`config.mk`:
```
export PLATFORM = sky130hd
export DESIGN_NAME = nco_mixer
export DESIGN_NICKNAME = d
export VERILOG_FILES = /design/src/rtl/nco_mixer_pkg.sv /design/src/rtl/sine_lut.sv /design/src/rtl/nco_mixer.sv
export SDC_FILE = /design/constraint.sdc
export NUM_CORES = 2
export LEC_CHECK = 0
export ABC_CLOCK_PERIOD_IN_PS = 9800
export CAP_MARGIN = 10
export CORE_MARGIN = 3
export CORE_UTILIZATION = 60
export DETAILED_ROUTE_END_ITERATION = 12
export PLACE_DENSITY = 0.78
export SETUP_SLACK_MARGIN = 0.15
export SLEW_MARGIN = 30
export SYNTH_ARGS = -nofsm -noshare
export SYNTH_HDL_FRONTEND = slang
export SYNTH_SLANG_ARGS = --single-unit
```
`constraint.sdc`:
```
create_clock -name clk -period 9.8 [get_ports clk]
set_clock_uncertainty 0.2 [all_clocks]
set_input_delay 1.47 -clock clk [delete_from_list [all_inputs] [get_ports clk]]
set_output_delay 1.47 -clock clk [all_outputs]
set_load 0.03 [all_outputs]
```
`src/rtl/nco_mixer_pkg.sv`:
```
`default_nettype none
// ============================================================================
// Module   : nco_mixer_pkg
// Brief    : Shared types, LFSR constants and sine quantisation for nco_mixer.
// Revision : 1.0 - initial release
// ============================================================================
package nco_mixer_pkg;

    localparam int c_DATA_WIDTH  = 16;
    localparam int c_LUT_WIDTH   = 16;
    localparam int c_PHASE_WIDTH = 32;
    localparam int c_LUT_ADDR    = 10;

    typedef logic        [c_PHASE_WIDTH-1:0] phase_t;
    typedef logic signed [c_DATA_WIDTH-1:0]  sample_t;
    typedef logic signed [c_LUT_WIDTH-1:0]   amp_t;
    typedef logic        [15:0]              lfsr_t;

    // Fibonacci taps 16,14,13,11 expressed as bit positions 15,13,12,10
    localparam lfsr_t  c_LFSR_SEED = 16'hACE1;
    localparam lfsr_t  c_LFSR_TAPS = 16'hB400;
    localparam longint c_PI_Q30    = 64'sd3373259426;

    // round((2^(amp_width-1)-1) * sin(pi/2 * idx / 2^quarter_bits)), Taylor series in Q30
    function automatic longint lut_quantise(input int idx, input int quarter_bits,
                                            input int amp_width);
        longint x;
        longint term;
        longint sum;
        longint peak;
        x    = (longint'(idx) * c_PI_Q30) >>> (quarter_bits + 1);
        term = x;
        sum  = x;
        for (int n = 1; n <= 7; n++) begin
            term = (term * x) >>> 30;
            term = (term * x) >>> 30;
            term = -term / longint'((2 * n) * (2 * n + 1));
            sum  = sum + term;
        end
        peak = (longint'(1) <<< (amp_width - 1)) - 1;
        return (sum * peak + (longint'(1) <<< 29)) >>> 30;
    endfunction

endpackage
`default_nettype wire

```
`src/rtl/sine_lut.sv`:
```
`default_nettype none
// ============================================================================
// Module   : sine_lut
// Brief    : Quarter-wave sine/cosine table with quadrant folding, one register.
// Revision : 1.0 - initial release
// ============================================================================
module sine_lut
    import nco_mixer_pkg::*;
#(
    parameter int LUT_WIDTH = c_LUT_WIDTH,
    parameter int LUT_ADDR  = c_LUT_ADDR
) (
    input  logic                 clk,
    input  logic                 arst,
    input  logic                 i_en,
    input  logic [LUT_ADDR-1:0]  i_addr,
    output logic [LUT_WIDTH-1:0] o_cos,
    output logic [LUT_WIDTH-1:0] o_sin
);

    localparam int                   c_QB      = LUT_ADDR - 2;
    localparam int                   c_DEPTH   = 1 << c_QB;
    localparam logic [LUT_WIDTH-1:0] c_PEAK    = {1'b0, {(LUT_WIDTH-1){1'b1}}};
    localparam logic [LUT_ADDR-1:0]  c_QUARTER = LUT_ADDR'(c_DEPTH);

    logic [LUT_WIDTH-1:0] w_rom [c_DEPTH];
    logic [LUT_ADDR-1:0]  w_addr [2];
    logic [LUT_WIDTH-1:0] w_val [2];

    for (genvar i = 0; i < c_DEPTH; i++) begin : g_rom
        localparam logic [LUT_WIDTH-1:0] c_ENTRY = LUT_WIDTH'(lut_quantise(i, c_QB, LUT_WIDTH));
        assign w_rom[i] = c_ENTRY;
    end

    // cos(phi) is read as sin(phi + quarter turn)
    assign w_addr[0] = i_addr + c_QUARTER;
    assign w_addr[1] = i_addr;

    for (genvar k = 0; k < 2; k++) begin : g_fold
        logic [c_QB-1:0]      w_idx;
        logic [c_QB-1:0]      w_mirror;
        logic [LUT_WIDTH-1:0] w_mag;

        assign w_idx    = w_addr[k][c_QB-1:0];
        assign w_mirror = -w_idx;

        // odd quadrants read the table backwards; index 0 there is the peak
        always_comb begin
            w_mag = w_rom[w_idx];
            if (w_addr[k][c_QB]) begin
                w_mag = (w_idx == '0) ? c_PEAK : w_rom[w_mirror];
            end
        end

        assign w_val[k] = w_addr[k][LUT_ADDR-1] ? -w_mag : w_mag;
    end

    always_ff @(posedge clk or posedge arst) begin
        if (arst) begin
            o_cos <= '0;
            o_sin <= '0;
        end else if (i_en) begin
            o_cos <= w_val[0];
            o_sin <= w_val[1];
        end
    end

endmodule
`default_nettype wire

```
`src/rtl/nco_mixer.sv`:
```
`default_nettype none
// ============================================================================
// Module   : nco_mixer
// Brief    : NCO + quadrature mixer, 3-stage valid/ready pipeline.
//            Optional phase dither: define NCO_MIXER_DITHER_EN.
// Revision : 1.0 - initial release
// ============================================================================
module nco_mixer
    import nco_mixer_pkg::*;
#(
    parameter int DATA_WIDTH  = c_DATA_WIDTH,
    parameter int LUT_WIDTH   = c_LUT_WIDTH,
    parameter int PHASE_WIDTH = c_PHASE_WIDTH,
    parameter int LUT_ADDR    = c_LUT_ADDR
) (
    input  logic                   clk,
    input  logic                   arst,
    input  logic [PHASE_WIDTH-1:0] freq_word,
    input  logic                   phase_clear,
    input  logic [DATA_WIDTH-1:0]  src_data_in,
    input  logic                   src_valid_in,
    output logic                   src_ready_out,
    output logic [DATA_WIDTH-1:0]  dst_data_i_out,
    output logic [DATA_WIDTH-1:0]  dst_data_q_out,
    output logic                   dst_valid_out,
    input  logic                   dst_ready_in
);

    localparam int c_PW = DATA_WIDTH + LUT_WIDTH + 1;
    localparam logic signed [c_PW-1:0] c_HALF = c_PW'(1) <<< (LUT_WIDTH - 2);
    localparam logic signed [c_PW-1:0] c_MAX  = (c_PW'(1) <<< (DATA_WIDTH - 1)) - c_PW'(1);
    localparam logic signed [c_PW-1:0] c_MIN  = -c_MAX - c_PW'(1);

    logic                   w_en;
    logic                   w_accept;
    logic [PHASE_WIDTH-1:0] r_acc;
    logic [LUT_ADDR-1:0]    w_addr;
    logic                   r_v1, r_v2, r_v3;
    logic [DATA_WIDTH-1:0]  r_x1, r_x2;
    logic [LUT_ADDR-1:0]    r_addr1;
    logic [LUT_WIDTH-1:0]   w_amp [2];
    logic [DATA_WIDTH-1:0]  w_y [2];
    logic [DATA_WIDTH-1:0]  r_y [2];

    assign w_en          = !r_v3 || dst_ready_in;
    assign w_accept      = src_valid_in && w_en;
    assign src_ready_out = w_en;

    always_ff @(posedge clk or posedge arst) begin
        if (arst) begin
            r_acc <= '0;
        end else if (phase_clear) begin
            r_acc <= '0;
        end else if (w_accept) begin
            r_acc <= r_acc + freq_word;
        end
    end

`ifdef NCO_MIXER_DITHER_EN
    localparam logic [PHASE_WIDTH-1:0] c_DITHER_MASK =
        (PHASE_WIDTH'(1) << (PHASE_WIDTH - LUT_ADDR)) - PHASE_WIDTH'(1);

    lfsr_t                  r_lfsr;
    logic [PHASE_WIDTH-1:0] w_phase_sum;

    always_ff @(posedge clk or posedge arst) begin
        if (arst) begin
            r_lfsr <= c_LFSR_SEED;
        end else if (w_accept) begin
            r_lfsr <= {r_lfsr[14:0], ^(r_lfsr & c_LFSR_TAPS)};
        end
    end

    assign w_phase_sum = r_acc + (PHASE_WIDTH'(r_lfsr) & c_DITHER_MASK);
    assign w_addr      = w_phase_sum[PHASE_WIDTH-1 -: LUT_ADDR];
`else
    assign w_addr = r_acc[PHASE_WIDTH-1 -: LUT_ADDR];
`endif

    always_ff @(posedge clk or posedge arst) begin
        if (arst) begin
            r_v1    <= 1'b0;
            r_x1    <= '0;
            r_addr1 <= '0;
            r_v2    <= 1'b0;
            r_x2    <= '0;
        end else if (w_en) begin
            r_v1    <= src_valid_in;
            r_x1    <= src_data_in;
            r_addr1 <= w_addr;
            r_v2    <= r_v1;
            r_x2    <= r_x1;
        end
    end

    sine_lut #(
        .LUT_WIDTH (LUT_WIDTH),
        .LUT_ADDR  (LUT_ADDR)
    ) u_sine_lut (
        .clk    (clk),
        .arst   (arst),
        .i_en   (w_en),
        .i_addr (r_addr1),
        .o_cos  (w_amp[0]),
        .o_sin  (w_amp[1])
    );

    // round half-up, drop LUT_WIDTH-1 fraction bits, clamp to DATA_WIDTH
    function automatic logic [DATA_WIDTH-1:0] round_sat(input logic signed [c_PW-1:0] prod);
        logic signed [c_PW-1:0] v;
        logic signed [c_PW-1:0] res;
        v   = (prod + c_HALF) >>> (LUT_WIDTH - 1);
        res = v;
        if (v > c_MAX) begin
            res = c_MAX;
        end else if (v < c_MIN) begin
            res = c_MIN;
        end
        return res[DATA_WIDTH-1:0];
    endfunction

    for (genvar k = 0; k < 2; k++) begin : g_chan
        logic signed [c_PW-1:0] w_xe;
        logic signed [c_PW-1:0] w_ae;
        logic signed [c_PW-1:0] w_prod;

        assign w_xe   = {{(LUT_WIDTH+1){r_x2[DATA_WIDTH-1]}}, r_x2};
        assign w_ae   = {{(DATA_WIDTH+1){w_amp[k][LUT_WIDTH-1]}}, w_amp[k]};
        assign w_prod = w_xe * w_ae;
        assign w_y[k] = round_sat(w_prod);
    end

    always_ff @(posedge clk or posedge arst) begin
        if (arst) begin
            r_v3   <= 1'b0;
            r_y[0] <= '0;
            r_y[1] <= '0;
        end else if (w_en) begin
            r_v3   <= r_v2;
            r_y[0] <= w_y[0];
            r_y[1] <= w_y[1];
        end
    end

    assign dst_valid_out  = r_v3;
    assign dst_data_i_out = r_y[0];
    assign dst_data_q_out = r_y[1];

endmodule
`default_nettype wire

```
# --- Yosys cells after proc, flatten, opt, wreduce, memory -nomap -nowiden ---
# Memories as Yosys holds them, arrays and structs flattened.
# Cells that the tools add are included.
word_totals:
  mem_count: 4
  inputBits: 53
  romBits: 16384
  wordCells: 63
  output_inout_bits: 34
  regBits: 141
mem_list:
  columns: ["memory", "words", "width", "read_ports", "rd_clocked_by_memory_dff", "wr", "line", "rtl"]
  rows:
  - ["(no name shown)", 256, 16, 1, 0, 0, "sine_lut.sv:49", "w_mag = w_rom[w_idx];"]
  - ["(no name shown)", 256, 16, 1, 0, 0, "sine_lut.sv:51", "w_mag = (w_idx == '0) ? c_PEAK : w_rom[w_mirror];"]
  - ["(no name shown)", 256, 16, 1, 0, 0, "sine_lut.sv:51", null]
  - ["(no name shown)", 256, 16, 1, 0, 0, "sine_lut.sv:49", null]
classes:
  add_sub_neg: 8
  reduce_logical: 6
  bitwise: 4
  magnitude_cmp: 8
  muxes: 20
  mul: 2
ops:
  columns: ["operator", "count"]
  rows:
  - ["16-bit 2-to-1 mux", 18]
  - ["32-bit by 16-bit adder with 33-bit output (second input constant)", 2]
  - ["16-bit by 16-bit multiplier with 32-bit output", 2]
  - ["32-bit 2-to-1 mux", 2]
  - ["9-bit greater-or-equal comparator (second input constant)", 4]
  - ["18-bit by 16-bit greater-than comparator with 1-bit output (second input constant)", 2]
  - ["18-bit by 16-bit less-than comparator with 1-bit output (second input constant)", 2]
  - ["8-bit NOT with 9-bit output", 4]
  - ["32-bit adder", 1]
  - ["16-bit negator", 2]
  - ["8-bit logical NOT", 2]
  - ["8-bit negator", 2]
  - ["10-bit by 9-bit adder with 10-bit output (second input constant)", 1]
  - ["2-bit nonzero test", 1]
  - ["1-bit logical AND", 1]
  - ["1-bit logical NOT", 1]
  - ["1-bit logical OR", 1]

# --- Logic depth before layout (Yosys ltp) ---
logic_depth:
  depth_word: 10
  depth_mapped: 28
  depth_no_buf: 26

# --- Modules after synthesis ---
# A second synthesis with hierarchy kept.
unflattened:
  hier_cells: 4529
  hier_area_um2: 36862.9
by_module_without_submodules:
  columns: ["module", "n_inst", "seq_area_each_um2", "cells_per_inst", "area_per_inst_um2"]
  rows:
  - ["nco_mixer", 1, 2727.6, 2802, 25196.7]
  - ["sine_lut", 1, 800.8, 1727, 11666.2]

# --- Least setup slack after synthesis ---
# OpenSTA, ideal clock, no wires.
synth_path:
  path_type: "register to register"
  startpoint: "register u_sine_lut.o_cos[8]"
  endpoint: "register r_y, in the netlist dst_data_i_out[0]"
  synth_period_minus_slack_ps: 7061
  slack_ps: 2739
  arrival_ps: 6728
  t_required_ps: 9467
  setup_time_ps: 133
  n_path_buf: 3
  path_stages_with_launch: 28
  cell_sequence: "dfrtp_1 -> clkbuf_1 -> clkbuf_1 -> nand2_1 -> fa_1 -> inv_1 -> fa_1 -> inv_1 -> fa_1 -> inv_1 -> fa_1 -> fa_1 -> inv_1 -> fa_1 -> inv_1 -> ha_1 -> a211oi_1 -> nand2_1 -> a211o_1 -> o21a_1 -> a21oi_1 -> o21ba_2 -> o31ai_1 -> o311ai_0 -> a31oi_1 -> clkbuf_1 -> nor2_1 -> o21ai_0"
synth_via:
  elab_chain_len: 5
  word_cells_on_any_way: 6
  classes_between: "add/sub (1); mul (1); order compare (2); mux (2)"
synth_lines:
  columns: ["element", "line", "rtl"]
  rows:
  - ["start: declaration", "sine_lut.sv:17", "output logic [LUT_WIDTH-1:0] o_cos,"]
  - ["start signal: assignment", "sine_lut.sv:63", "o_cos <= w_val[0];"]
  - ["16-bit by 16-bit multiplier with 32-bit output (*)", "nco_mixer.sv:129", "assign w_prod = w_xe * w_ae;"]
  - ["32-bit by 16-bit adder with 33-bit output (*)", "nco_mixer.sv:112", "v = (prod + c_HALF) >>> (LUT_WIDTH - 1);"]
  - ["18-bit by 16-bit less-than comparator with 1-bit output", "nco_mixer.sv:116", "end else if (v < c_MIN) begin"]
  - ["16-bit 2-to-1 mux", "nco_mixer.sv:116", null]
  - ["16-bit 2-to-1 mux (*)", "nco_mixer.sv:114", "if (v > c_MAX) begin"]
  - ["end: declaration", "nco_mixer.sv:43", "logic [DATA_WIDTH-1:0] r_y [2];"]
# Every way passes the cells marked *; elsewhere a longest branch is shown, timed or not.
# A chain may end at the register's enable or synchronous reset.

# --- Worst setup path after layout ---
layout_path:
  startpoint: "register r_x2[10]"
  endpoint: "register r_y, in the netlist dst_data_i_out[8]"
layout_via:
  elab_chain_len: 5
  word_cells_on_any_way: 6
  classes_between: "add/sub (1); mul (1); order compare (2); mux (2)"
layout_lines:
  columns: ["element", "line", "rtl"]
  rows:
  - ["start: declaration", "nco_mixer.sv:39", "logic [DATA_WIDTH-1:0] r_x1, r_x2;"]
  - ["start signal: assignment", "nco_mixer.sv:92", "r_x2 <= r_x1;"]
  - ["16-bit by 16-bit multiplier with 32-bit output (*)", "nco_mixer.sv:129", null]
  - ["32-bit by 16-bit adder with 33-bit output (*)", "nco_mixer.sv:112", null]
  - ["18-bit by 16-bit less-than comparator with 1-bit output", "nco_mixer.sv:116", null]
  - ["16-bit 2-to-1 mux", "nco_mixer.sv:116", null]
  - ["16-bit 2-to-1 mux (*)", "nco_mixer.sv:114", null]
# Marks and branches as above.

==> run summary <==
Worst path max stage delay: 0.82 ns
Syn nets: 5237
Most used cell, CP: fa_1
Largest net degree at the start of global routing: 144
Asr flop ratio synth: 100%
# nets final: 5090
Pre-Repair DR Iteration Count: 7
EDFF count, synth: 0
Die area: 63100 um2
Max Cap Viol: 0
Post-CTS Setup Bufs: 0
Main flop type after synthesis: dfrtp_1
Routed wire length: 115 mm
Antenna-violating nets left: 0
Netlist Area Pre-Place: 36100 um2
Hold Path Class: reg2reg
Die width: 251 um
First-pass GRT wire length: 182 mm
GPL Wtd Cong: 1.06
Grt total ovfl: 0
Tcrit/Tclk final: 82.7%
IO buf count: 86
Row count: 89
Reg clk slew, reported paths: 0.07 ns
CTS Hold Bufs: 0
Detail-routed via count per cell: 6.50
Synth-to-Final Area Change: 4.67%
Initial Util: 60.9%
Setup TNS: 0 ns
Hold Fails Final Rpt: 0
Later-pin clock latency in the skew report: 0.48 ns
Critical Path, Cell by Cell: buf_4 > nand2_1 > fa_1 > fa_1 > fa_1 > inv_1 > fa_1 > fa_1 > inv_1 > fa_1 > inv_1 > ha_1 > a211oi_1 > nand2_1 > a211o_1 > o21a_1 > a21oi_1 > o21ba_2 > o31ai_1 > xnor2_1 > a21oi_1 > o21ai_1 > o21ai_0
Clock buffer count from CTS: 17
Vias in the first global route: 33194
Final slew viol count: 0
CP Max Fanout: 18
GRT Total Usage: 36.6%
WL/cell: 22.7 um
Dpl cells: 5017
Ports: 87
Initial antenna violation count: 1
CP max stage cell: dfrtp_1
CTS resizes: 0
Number of synthesized register bits: 141
CP Class: reg2reg
Share of cells above drive strength 1: 4.79%
Clock Sink Count: 141
H-tree levels: 4
Setup WS post-layout: 1.69 ns
Pre-CTS setup slack: 1.43 ns
Relative slew slack: 27.1%
Number of DRC markers in iteration 0: 4096
Max clock buf depth: 2
Status: completed
RSZ-0062 raised after global routing: false
Synth Instances: 4412
CTS tree: done
Layout Utilization: 63.7%
Syn. warnings: 0
Arr. time, crit path: 8.24 ns
Fin cells: 5052
WP data required: 9.93 ns
Minimum clock period: 8.11 ns
Crit path capture type: flip-flop
Critical Path Source Type: flip-flop
Residual DRC: 0
Least-Margin Pin Slew: 1.08 ns
Core area: 59200 um2
CTS root buf: clkbuf_16
Syn Area/Cell: 8.17 um2
Synth unique cells: 100
Register area share after synthesis: 9.79%
Maximum clock rate: 123 MHz
Fillcell total: 5079
Final HPWL from detailed placement: 83.1 mm
Chip Height: 251 um
Via Count: 32829
# setup viols final: 0
==> cell families (layout without fill, tap and decap cells) <==
kind of cell	after synthesis	in the layout	share of synthesized area [%]
mux	57	57	2.29
compound gates	967	967	17.9
fa+ha+maj	773	773	38.0
xor+xnor	104	104	2.69
flops	141	141	9.79
simple gates	1427	1427	19.0
other cells	0	1	0
buf+inv	943	809	10.3
==> area by class of cell <==
cell class | count | area (um2) | share of cell area (%)
clock buffers | 17 | 425 | 1.13
inverters | 623 | 2350 | 6.22
clock inverters | 15 | 188 | 0.497
multi-input cells | 3328 | 28900 | 76.5
flip-flops and latches | 141 | 3540 | 9.38
well taps | 773 | 967 | 2.56
repair buffers | 154 | 1390 | 3.67
diodes | 1 | 2.50 | 0.00663
==> registers in the layout, summed over array words and instances, names as in the netlist, 10 cells and up <==
name / cells
r_acc: 32
dst_data_i_out: 16
dst_data_q_out: 16
r_x1: 16
r_x2: 16
u_sine_lut.o_cos: 16
u_sine_lut.o_sin: 16
r_addr1: 10
==> per-stage QoR <==
stage / hold WS (ns) / area (um2)
finish: 0.271 / 37700
global route: 0.302 / 37700
CTS: 0.272 / 37700
detailed placement: 0.257 / 37100
global placement: 0.243 / 37100
floorplan: 0.230 / 36100
==> synthesized netlist by cell type, types with 61 or more instances <==
cell type	n	area, um2
o21ai_0	206	1030
fa_1	538	10800
nand2_1	594	2230
nand2b_1	61	382
ha_1	234	2930
and2_1	256	1600
xnor2_1	65	569
dfrtp_1	141	3530
a21oi_1	247	1240
buf_2	73	365
inv_1	615	2310
nor2_1	230	863
clkbuf_1	207	777
==> metal layers <==
layer  vias to the layer above  part of all wire [%]  track usage (%)
li1                      14294                     -                -
met1                     16031                    38             47.2
met2                      1958                    46             57.7
met3                       546                    10             8.10
met4                         0                   6.3             20.2
met5                         -                     0                0
==> cell usage in the layout, fill, tap and decap left out, types with 37 or more instances in the layout <==
cell type,Yosys,layout
clkdlybuf4s50_1,0,86
nor2_1,230,229
and2_1,256,256
inv_1,615,613
nor2b_1,46,45
xnor2_1,65,64
ha_1,234,231
a211oi_1,50,50
nand2b_1,61,61
o21ai_0,206,205
nand3_1,60,60
buf_4,14,64
nor3_1,60,60
o211ai_1,48,48
a21o_1,37,37
a21oi_1,247,246
dfrtp_1,141,133
nand2_1,594,593
fa_1,538,538
==> worst max-delay path: cells and delay by family (launching register included) <==
family          cells  cell delay, ns
fa+ha+maj           7            3.34
compound gates      9            2.36
flops               1            0.82
buf+inv             4            0.52
xor+xnor            1            0.50
simple gates        2            0.18
==> final timing paths <==
kind	cells after the start	slack (ns)	from	end
worst min-delay path	2	0.27	r_x1[15]$_DFFE_PP0N_	r_x1[15]$_DFFE_PP0N_
max in group asynchronous	3	6.96	arst	r_x2[4]$_DFFE_PP0N_
worst min register to register	2	0.27	r_x1[15]$_DFFE_PP0N_	r_x1[15]$_DFFE_PP0N_
min in group asynchronous	2	1.27	arst	r_acc[17]$_DFFE_PP0P_
worst max-delay path	23	1.69	r_x2[10]$_DFFE_PP0N_	dst_data_i_out[8]$_DFFE_PP0N_
worst max register to register	23	1.69	r_x2[10]$_DFFE_PP0N_	dst_data_i_out[8]$_DFFE_PP0N_
Power is left out: the tool's default activity adds up to more than one toggle a clock period on the data nets, which glitch-free logic cannot reach.
